==> config.mk <==
export PLATFORM = sky130hd
export DESIGN_NAME = game_board_ctrl
export DESIGN_NICKNAME = d
export VERILOG_FILES = /design/src/rtl/game_board_ctrl.sv
export SDC_FILE = /design/constraint.sdc
export NUM_CORES = 1
export LEC_CHECK = 0
export ABC_AREA = 1
export ABC_CLOCK_PERIOD_IN_PS = 1950
export BUFFER_PORTS_ARGS = -buffer_cell sky130_fd_sc_hd__buf_2
export CORE_AREA = 2 2 62 64
export CTS_CLUSTER_SIZE = 25
export DETAILED_ROUTE_END_ITERATION = 10
export DIE_AREA = 0 0 64 66
export PLACE_DENSITY = 0.8
export SLEW_MARGIN = 10
export SYNTH_ARGS = -nofsm -noshare
export SYNTH_HDL_FRONTEND = slang
export SYNTH_SLANG_ARGS = --single-unit
==> constraint.sdc <==
create_clock -name clk -period 1.95 [get_ports clk]
set_input_delay 0.39 -clock clk [delete_from_list [all_inputs] [get_ports clk]]
set_output_delay 0.39 -clock clk [all_outputs]
set_load 0.005 [all_outputs]
==> src/rtl/game_board_ctrl.sv <==
// Tic-tac-toe board writer: takes player moves, fills the nine cell registers,
// alternates turns, samples the external outcome checker and latches game over.
module game_board_ctrl #(
   parameter logic [1:0]  START_PLAYER   = 2'b01,
   parameter int unsigned TIMEOUT_CYCLES = 0,
   parameter int unsigned TIMER_W        = 24
) (
   input  logic       clk,
   input  logic       rst,
   input  logic       new_game,
   input  logic       move_valid,
   input  logic [3:0] move_cell,
   input  logic [2:0] outcome,
   output logic [1:0] A1_val,
   output logic [1:0] A2_val,
   output logic [1:0] A3_val,
   output logic [1:0] B1_val,
   output logic [1:0] B2_val,
   output logic [1:0] B3_val,
   output logic [1:0] C1_val,
   output logic [1:0] C2_val,
   output logic [1:0] C3_val,
   output logic [1:0] cur_player,
   output logic [3:0] move_count,
   output logic       game_over,
   output logic [1:0] result,
   output logic       move_rejected,
   output logic       turn_timeout
);

   localparam int unsigned NCELLS     = 9;
   localparam int unsigned CELL_W     = 2;
   localparam int unsigned CNT_W      = 4;
   localparam logic [CNT_W-1:0] FULL_BOARD = CNT_W'(NCELLS);
   localparam bit          TIMER_EN   = (TIMEOUT_CYCLES > 0);
   localparam int unsigned TIMER_LAST = TIMER_EN ? (TIMEOUT_CYCLES - 1) : 0;
   localparam logic [CELL_W-1:0] RES_TIE = 2'd3;

   typedef enum logic [1:0] {
      S_WAIT  = 2'd0,
      S_CHECK = 2'd1,
      S_OVER  = 2'd2
   } state_e;

   state_e                       state_q, state_d;
   logic [NCELLS-1:0][CELL_W-1:0] cells_q, cells_d;
   logic [CELL_W-1:0]            cur_player_q, cur_player_d;
   logic [CNT_W-1:0]             move_count_q, move_count_d;
   logic                         game_over_q, game_over_d;
   logic [CELL_W-1:0]            result_q, result_d;
   logic                         move_rejected_q, move_rejected_d;
   logic                         turn_timeout_q, turn_timeout_d;
   logic [TIMER_W-1:0]           timer_q, timer_d;

   logic occupied;
   logic legal;
   logic expire;
   logic outcome_hit;

   // Target-cell occupancy; out-of-range cells never match so they read as free
   always_comb begin
      occupied = 1'b0;
      for (int unsigned i = 0; i < NCELLS; i++) begin
         if (move_cell == CNT_W'(i) && cells_q[i] != 2'b00) begin
            occupied = 1'b1;
         end
      end
   end

   assign legal       = (state_q == S_WAIT) && move_valid &&
                        (move_cell < CNT_W'(NCELLS)) && !occupied;
   assign expire      = TIMER_EN && (state_q == S_WAIT) && !legal &&
                        (timer_q == TIMER_W'(TIMER_LAST));
   assign outcome_hit = (outcome == 3'd1) || (outcome == 3'd2) || (outcome == 3'd3);

   // State register
   always_ff @(posedge clk or negedge rst) begin
      if (!rst) begin
         state_q <= S_WAIT;
      end else begin
         state_q <= state_d;
      end
   end

   // Next-state logic
   always_comb begin
      state_d = state_q;
      if (new_game) begin
         state_d = S_WAIT;
      end else begin
         unique case (state_q)
            S_WAIT:  if (legal) state_d = S_CHECK;
            S_CHECK: state_d = (outcome_hit || move_count_q == FULL_BOARD) ? S_OVER : S_WAIT;
            S_OVER:  state_d = S_OVER;
            default: state_d = S_WAIT;
         endcase
      end
   end

   // Board, turn, counter, timer and pulse updates
   always_comb begin
      cells_d         = cells_q;
      cur_player_d    = cur_player_q;
      move_count_d    = move_count_q;
      result_d        = result_q;
      timer_d         = timer_q;
      move_rejected_d = 1'b0;
      turn_timeout_d  = 1'b0;
      game_over_d     = (state_d == S_OVER);
      if (new_game) begin
         cells_d      = '0;
         cur_player_d = START_PLAYER;
         move_count_d = '0;
         result_d     = '0;
         timer_d      = '0;
      end else begin
         unique case (state_q)
            S_WAIT: begin
               if (legal) begin
                  for (int unsigned i = 0; i < NCELLS; i++) begin
                     if (move_cell == CNT_W'(i)) cells_d[i] = cur_player_q;
                  end
                  move_count_d = move_count_q + CNT_W'(1);
                  timer_d      = '0;
               end else begin
                  move_rejected_d = move_valid;
                  if (expire) begin
                     cur_player_d   = cur_player_q ^ 2'b11;
                     timer_d        = '0;
                     turn_timeout_d = 1'b1;
                  end else if (TIMER_EN) begin
                     timer_d = timer_q + TIMER_W'(1);
                  end
               end
            end
            S_CHECK: begin
               timer_d = '0;
               if (outcome_hit) begin
                  result_d = outcome[1:0];
               end else if (move_count_q == FULL_BOARD) begin
                  result_d = RES_TIE;
               end else begin
                  cur_player_d = cur_player_q ^ 2'b11;
               end
            end
            default: timer_d = '0;
         endcase
      end
   end

   always_ff @(posedge clk or negedge rst) begin
      if (!rst) begin
         cells_q         <= '0;
         cur_player_q    <= START_PLAYER;
         move_count_q    <= '0;
         game_over_q     <= 1'b0;
         result_q        <= '0;
         move_rejected_q <= 1'b0;
         turn_timeout_q  <= 1'b0;
         timer_q         <= '0;
      end else begin
         cells_q         <= cells_d;
         cur_player_q    <= cur_player_d;
         move_count_q    <= move_count_d;
         game_over_q     <= game_over_d;
         result_q        <= result_d;
         move_rejected_q <= move_rejected_d;
         turn_timeout_q  <= turn_timeout_d;
         timer_q         <= timer_d;
      end
   end

   assign A1_val        = cells_q[0];
   assign A2_val        = cells_q[1];
   assign A3_val        = cells_q[2];
   assign B1_val        = cells_q[3];
   assign B2_val        = cells_q[4];
   assign B3_val        = cells_q[5];
   assign C1_val        = cells_q[6];
   assign C2_val        = cells_q[7];
   assign C3_val        = cells_q[8];
   assign cur_player    = cur_player_q;
   assign move_count    = move_count_q;
   assign game_over     = game_over_q;
   assign result        = result_q;
   assign move_rejected = move_rejected_q;
   assign turn_timeout  = turn_timeout_q;

endmodule

### Word level (Yosys, flattened, before mapping)

Cells that the tools add are included.

* flip-flop bits (word level): 30
* output and inout port bits: 29

* add/subtract/negate cells: 1
* $lt $le $gt $ge: 1
* equal/unequal tests: 17
* multiplexer cells: 39
* bitwise gates (word level): 1
* reduce and logical (&&, ||, !) cells: 52

Operator list (number)
* $mux 18: 3
* $reduce_bool 2->1: 21
* $mux 2: 20
* $reduce_and 3->1: 10
* $eq 4x3->1 const B: 4
* $logic_and 1x1->1: 12
* $mux 1: 12
* $mux 4: 3
* $eq 4x2->1 const B: 2
* $eq 4x4->1 const B: 2
* $eq 3x2->1 const B: 2
* $pmux 2 s3: 1
* $add 4x1->4 const B: 1
* $eq 2x2->1 const B: 2
* $eq 4x1->1 const B: 1
* $logic_not 4->1: 1
* $lt 4x4->1 const B: 1
* $ne 2x2->1 const B: 2
* $reduce_and 2->1: 2
* $eq 3x1->1 const B: 1
* $logic_or 1x1->1: 3
* $reduce_bool 3->1: 1
* $eq 2x1->1 const B: 1
* $logic_not 2->1: 1
* other kinds (2): 2

### Logic depth before layout (Yosys ltp)

* depth in word-level cells: 17
* mapped depth: 10

### Least setup slack after synthesis

OpenSTA, ideal clock, no wires.

* path type: reg2reg
* start: reg state_q[1]
* end: reg cells_q, in the netlist B2_val[0]
* data arrival time: 1406 ps
* required time: 1884 ps
* path slack: 478 ps
* cell stages (with the launch flop): 9
* path buffers: 1
* period minus slack after synthesis: 1472 ps
* cell sequence: dfrtp_1 -> nor3b_1 -> nand2_1 -> nor2_2 -> nand3_4 -> nand2_4 -> buf_8 -> nand3_1 -> nand2_1

* cells in the longest elaborated chain, start to end: 6
* elaborated cells on any way between the ends: 7

RTL lines
* start, declared: RTL line 45 `state_e state_q, state_d;`
* start signal, assigned: RTL line 81 `state_q <= state_d;`
* $logic_not 2->1 *: RTL line 70, 117
* $logic_and 1x1->1 (2 in a row): RTL line 70 `assign legal = (state_q == S_WAIT) && move_valid &&`
* $logic_and 1x1->1: RTL line 71 `(move_cell < CNT_W'(NCELLS)) && !occupied;`
* $reduce_bool 2->1 (no source line)
* $reduce_and 3->1 (no source line) *
* end signal, assigned: RTL line 162 `cells_q <= cells_d;`
* end, declared: RTL line 46 `logic [NCELLS-1:0][CELL_W-1:0] cells_q, cells_d;`

Mark *: on every way between the ends. The rest lies on a longest branch, timed or not.
A chain may end at the register's enable or synchronous reset.

### Final worst setup path

Same ends and word-level chain as after synthesis.

==> results.md <==
* Worst hold path class: primary input to async pin
* Psw at 413 uW
* Status: finished clean
* # Post-CTS Setup Buffers at 0
* Drt drc at 0
* WS Path Type: flop to flop
* DR WL/cell at 11.3 um
* Largest net degree at the start of global routing at 31
* CP max FO at 19
* Sequential share of power at 51.9%
* Slowest CP cell: dfrtp_1
* CTS hold repair buffers at 0
* DRT Pass-1 Iters at 4
* Part of the power in combinational logic at 20.1%
* Num CTS Buffers at 5
* I/O Pins at 40
* Most frequent CP cell: nand2_1
* Minimum clock period at 1.64 ns
* CTS max path bufs at 2
* Hold Violations, Final at 0
* # rows at 22
* Final worst-path cycle share at 83.9%
* Setup TNS at 0 ns
* Vias at 1567
* Synthesized instance count at 228
* Pre-CTS setup slack at 0.158 ns
* TritonCTS clock tree: yes
* Cell-internal power at 951 uW
* Switch share at 30.3%
* Yosys warnings at 0
* Fin Clk Skew at 0.0139 ns
* WL final at 3630 um
* Die footprint at 0.00422 mm2
* Antenna viol nets, final at 0
* Clock Pin Slew Worst Setup and Hold Paths at 0.10 ns
* Worst path cell trace: nor3b_2, nand2_1, nor2_2, nand3_4, nand2_4, nand2_1, nand2_1, nand2_1
* Critical Path AT at 1.85 ns
* Antenna Cells at 0
* Seq/Total Area, Yosys at 44.4%
* Cells after DPL at 313
* Maxcap violations at 0
* Syn_nets at 241
* Slew @ Worst Pin at 0.639 ns
* F_max at 611 MHz
* Port bufs at 38
* Die Y at 66 um
* Antenna violations before repair at 0
* GPL Wtd Cong at 0.836
* Number of fill cells at 332
* Final hold slack at 0.0636 ns
* RSZ-0062 raised after global routing: no
* Mean Syn Cell Area at 7.44 um2
* Post-synth EDFFs at 0
* Final WS setup at 0.314 ns
* First-pass GRT wire length at 6290 um
* Worst vdd ir at 0.000449 V
* Share of layout cells above drive strength 1 at 24.5%
* Clk_lat worst skew at 0.33 ns
* Clk sink count at 30
* Via/cell ratio at 4.88
* Synth Cell Area at 0.00170 mm2
* Vias in the first global route at 1428
* Detail Placement HPWL at 2800 um
* Relative slew slack at 57.4%
* CORE AREA at 0.00355 mm2
* Asr flop ratio synth at 100%
* 1st-iter DRT viols at 84
* Die width at 64 um
* Pins Over Slew Limit at 0
* CP Capture Type: flop
* CP required at 2.16 ns
* Setup-failing EPs final at 0
* Pwr dens at 680 mW/mm2
* Synth cell types at 30
* Peak per-stage delay on the critical path at 0.44 ns
* Post-Layout Cell Count at 321
* Kind of start point of the critical path: flop
* Clock root buffer: clkbuf_4
* Final nets at 285
* Total track usage at 19.3%
* H-tree Lvls at 2
* Placed instance area at 0.00194 mm2
* Synth Register Bits at 30
* Grt ovf at 0
* Final Cell Area at 0.00201 mm2
* Layout area overhead at 18.3%
* Ys flop type: dfrtp_1
* Clock network power share at 27.9%
* Initial core utilization at 47.7%
* Leak pwr at 1.18 nW
## path summary, 6_finish.rpt
check / startpoint / depth (start not counted) / endpoint / slack [ns]
setup / recovery: state_q[1] / 8 / B2_val[0] / 0.31
hold / removal: rst / 1 / result[1] / 0.06
setup reg to reg: state_q[1] / 8 / B2_val[0] / 0.31
hold reg to reg: C2_val[1] / 2 / C2_val[1] / 0.50
max in group asynchronous: rst / 1 / C2_val[1] / 1.45
min in group clk: new_game / 2 / game_over / 0.33
## worst max-delay path: cells and delay by family, from the launching register on
kind / cells / cell delay (ns)
simple gates: 8 / 1.08
flops: 1 / 0.44
## through the flow
step | total power [mW] | utilization, %
2_1_floorplan | 0.882 | -
3_3_place_gp | 0.991 | 54.7
3_5_place_dp | 0.998 | 54.7
4_1_cts | 1.38 | 56.3
5_1_grt | 1.46 | 56.5
6_report | 1.36 | 56.5
## layout make-up
class,instances,area (um2),area share (%)
repair buffers,42,220,11.0
clock inverters,1,5.00,0.250
inverters,28,105,5.24
flip-flops and latches,30,752,37.5
multi-input cells,165,808,40.3
well taps,48,60.1,2.99
clock buffers,7,55.1,2.74
## per-layer routing
metal  GRT usage, %  up-vias  routed length, um
met2           29.9       50               1620
li1               -      803                  -
met3           4.94        7                226
met1           26.3      707               1740
met5              0        -                  0
met4           6.52        0                 51
## cells in the final DEF (no fill, tap or decap), types with 2 or more instances in the layout
master / n
nand3_1: 43
dfrtp_1: 29
nand2_2: 2
nor2_4: 3
nor3b_2: 2
xor2_1: 2
nand2_1: 72
inv_2: 2
ha_1: 2
buf_2: 38
buf_4: 4
nor2_2: 4
clkbuf_4: 5
o21ai_0: 8
nor2_1: 16
inv_1: 26
a21oi_1: 2
## registers in the layout, summed over array words and instances, names as in the netlist
| signal | count |
|---|---|
| move_rejected | 1 |
| B3_val | 2 |
| B1_val | 2 |
| C2_val | 2 |
| A3_val | 2 |
| state_q | 2 |
| cur_player | 2 |
| C3_val | 2 |
| result | 2 |
| A1_val | 2 |
| C1_val | 2 |
| A2_val | 2 |
| game_over | 1 |
| B2_val | 2 |
| move_count | 4 |
## cells by family (layout without fill, tap and decap cells)
kind of cell    count (synthesis)  after routing  share of synthesized area [%]
flops                          30             30                           44.4
compound gates                 11             11                           3.40
other cells                     1              1                          0.221
xor+xnor                        2              2                           1.03
simple gates                  149            149                           41.3
buf+inv                        33             78                           8.26
fa+ha+maj                       2              2                           1.48
## power groups by stage
stage | logic, mW | clock network, mW | registers, mW
3_5_place_dp | 0.277 | 0 | 0.721
4_1_cts | 0.278 | 0.390 | 0.710
6_report | 0.274 | 0.381 | 0.709
3_3_place_gp | 0.270 | 0 | 0.721
5_1_grt | 0.315 | 0.425 | 0.718
2_1_floorplan | 0.161 | 0 | 0.721
## cells in the mapped netlist (2+ instances only)
| cell | number | area [um2] |
|---|---|---|
| a21oi_1 | 2 | 10.0 |
| xor2_1 | 2 | 17.5 |
| inv_1 | 26 | 97.6 |
| nor2_4 | 3 | 33.8 |
| dfrtp_1 | 29 | 726 |
| nand2_1 | 72 | 270 |
| inv_2 | 2 | 7.51 |
| nand3_1 | 43 | 215 |
| nor2_2 | 4 | 25.0 |
| nand2_2 | 2 | 12.5 |
| o21ai_0 | 8 | 40.0 |
| ha_1 | 2 | 25.0 |
| nor2_1 | 16 | 60.1 |
## timing repair
action                                 CTS  global route
endpoints found under the hold margin    0             0
setup endpoints to repair                0            10
resized for setup                        0             1
Power figures use the tool's default switching activity.
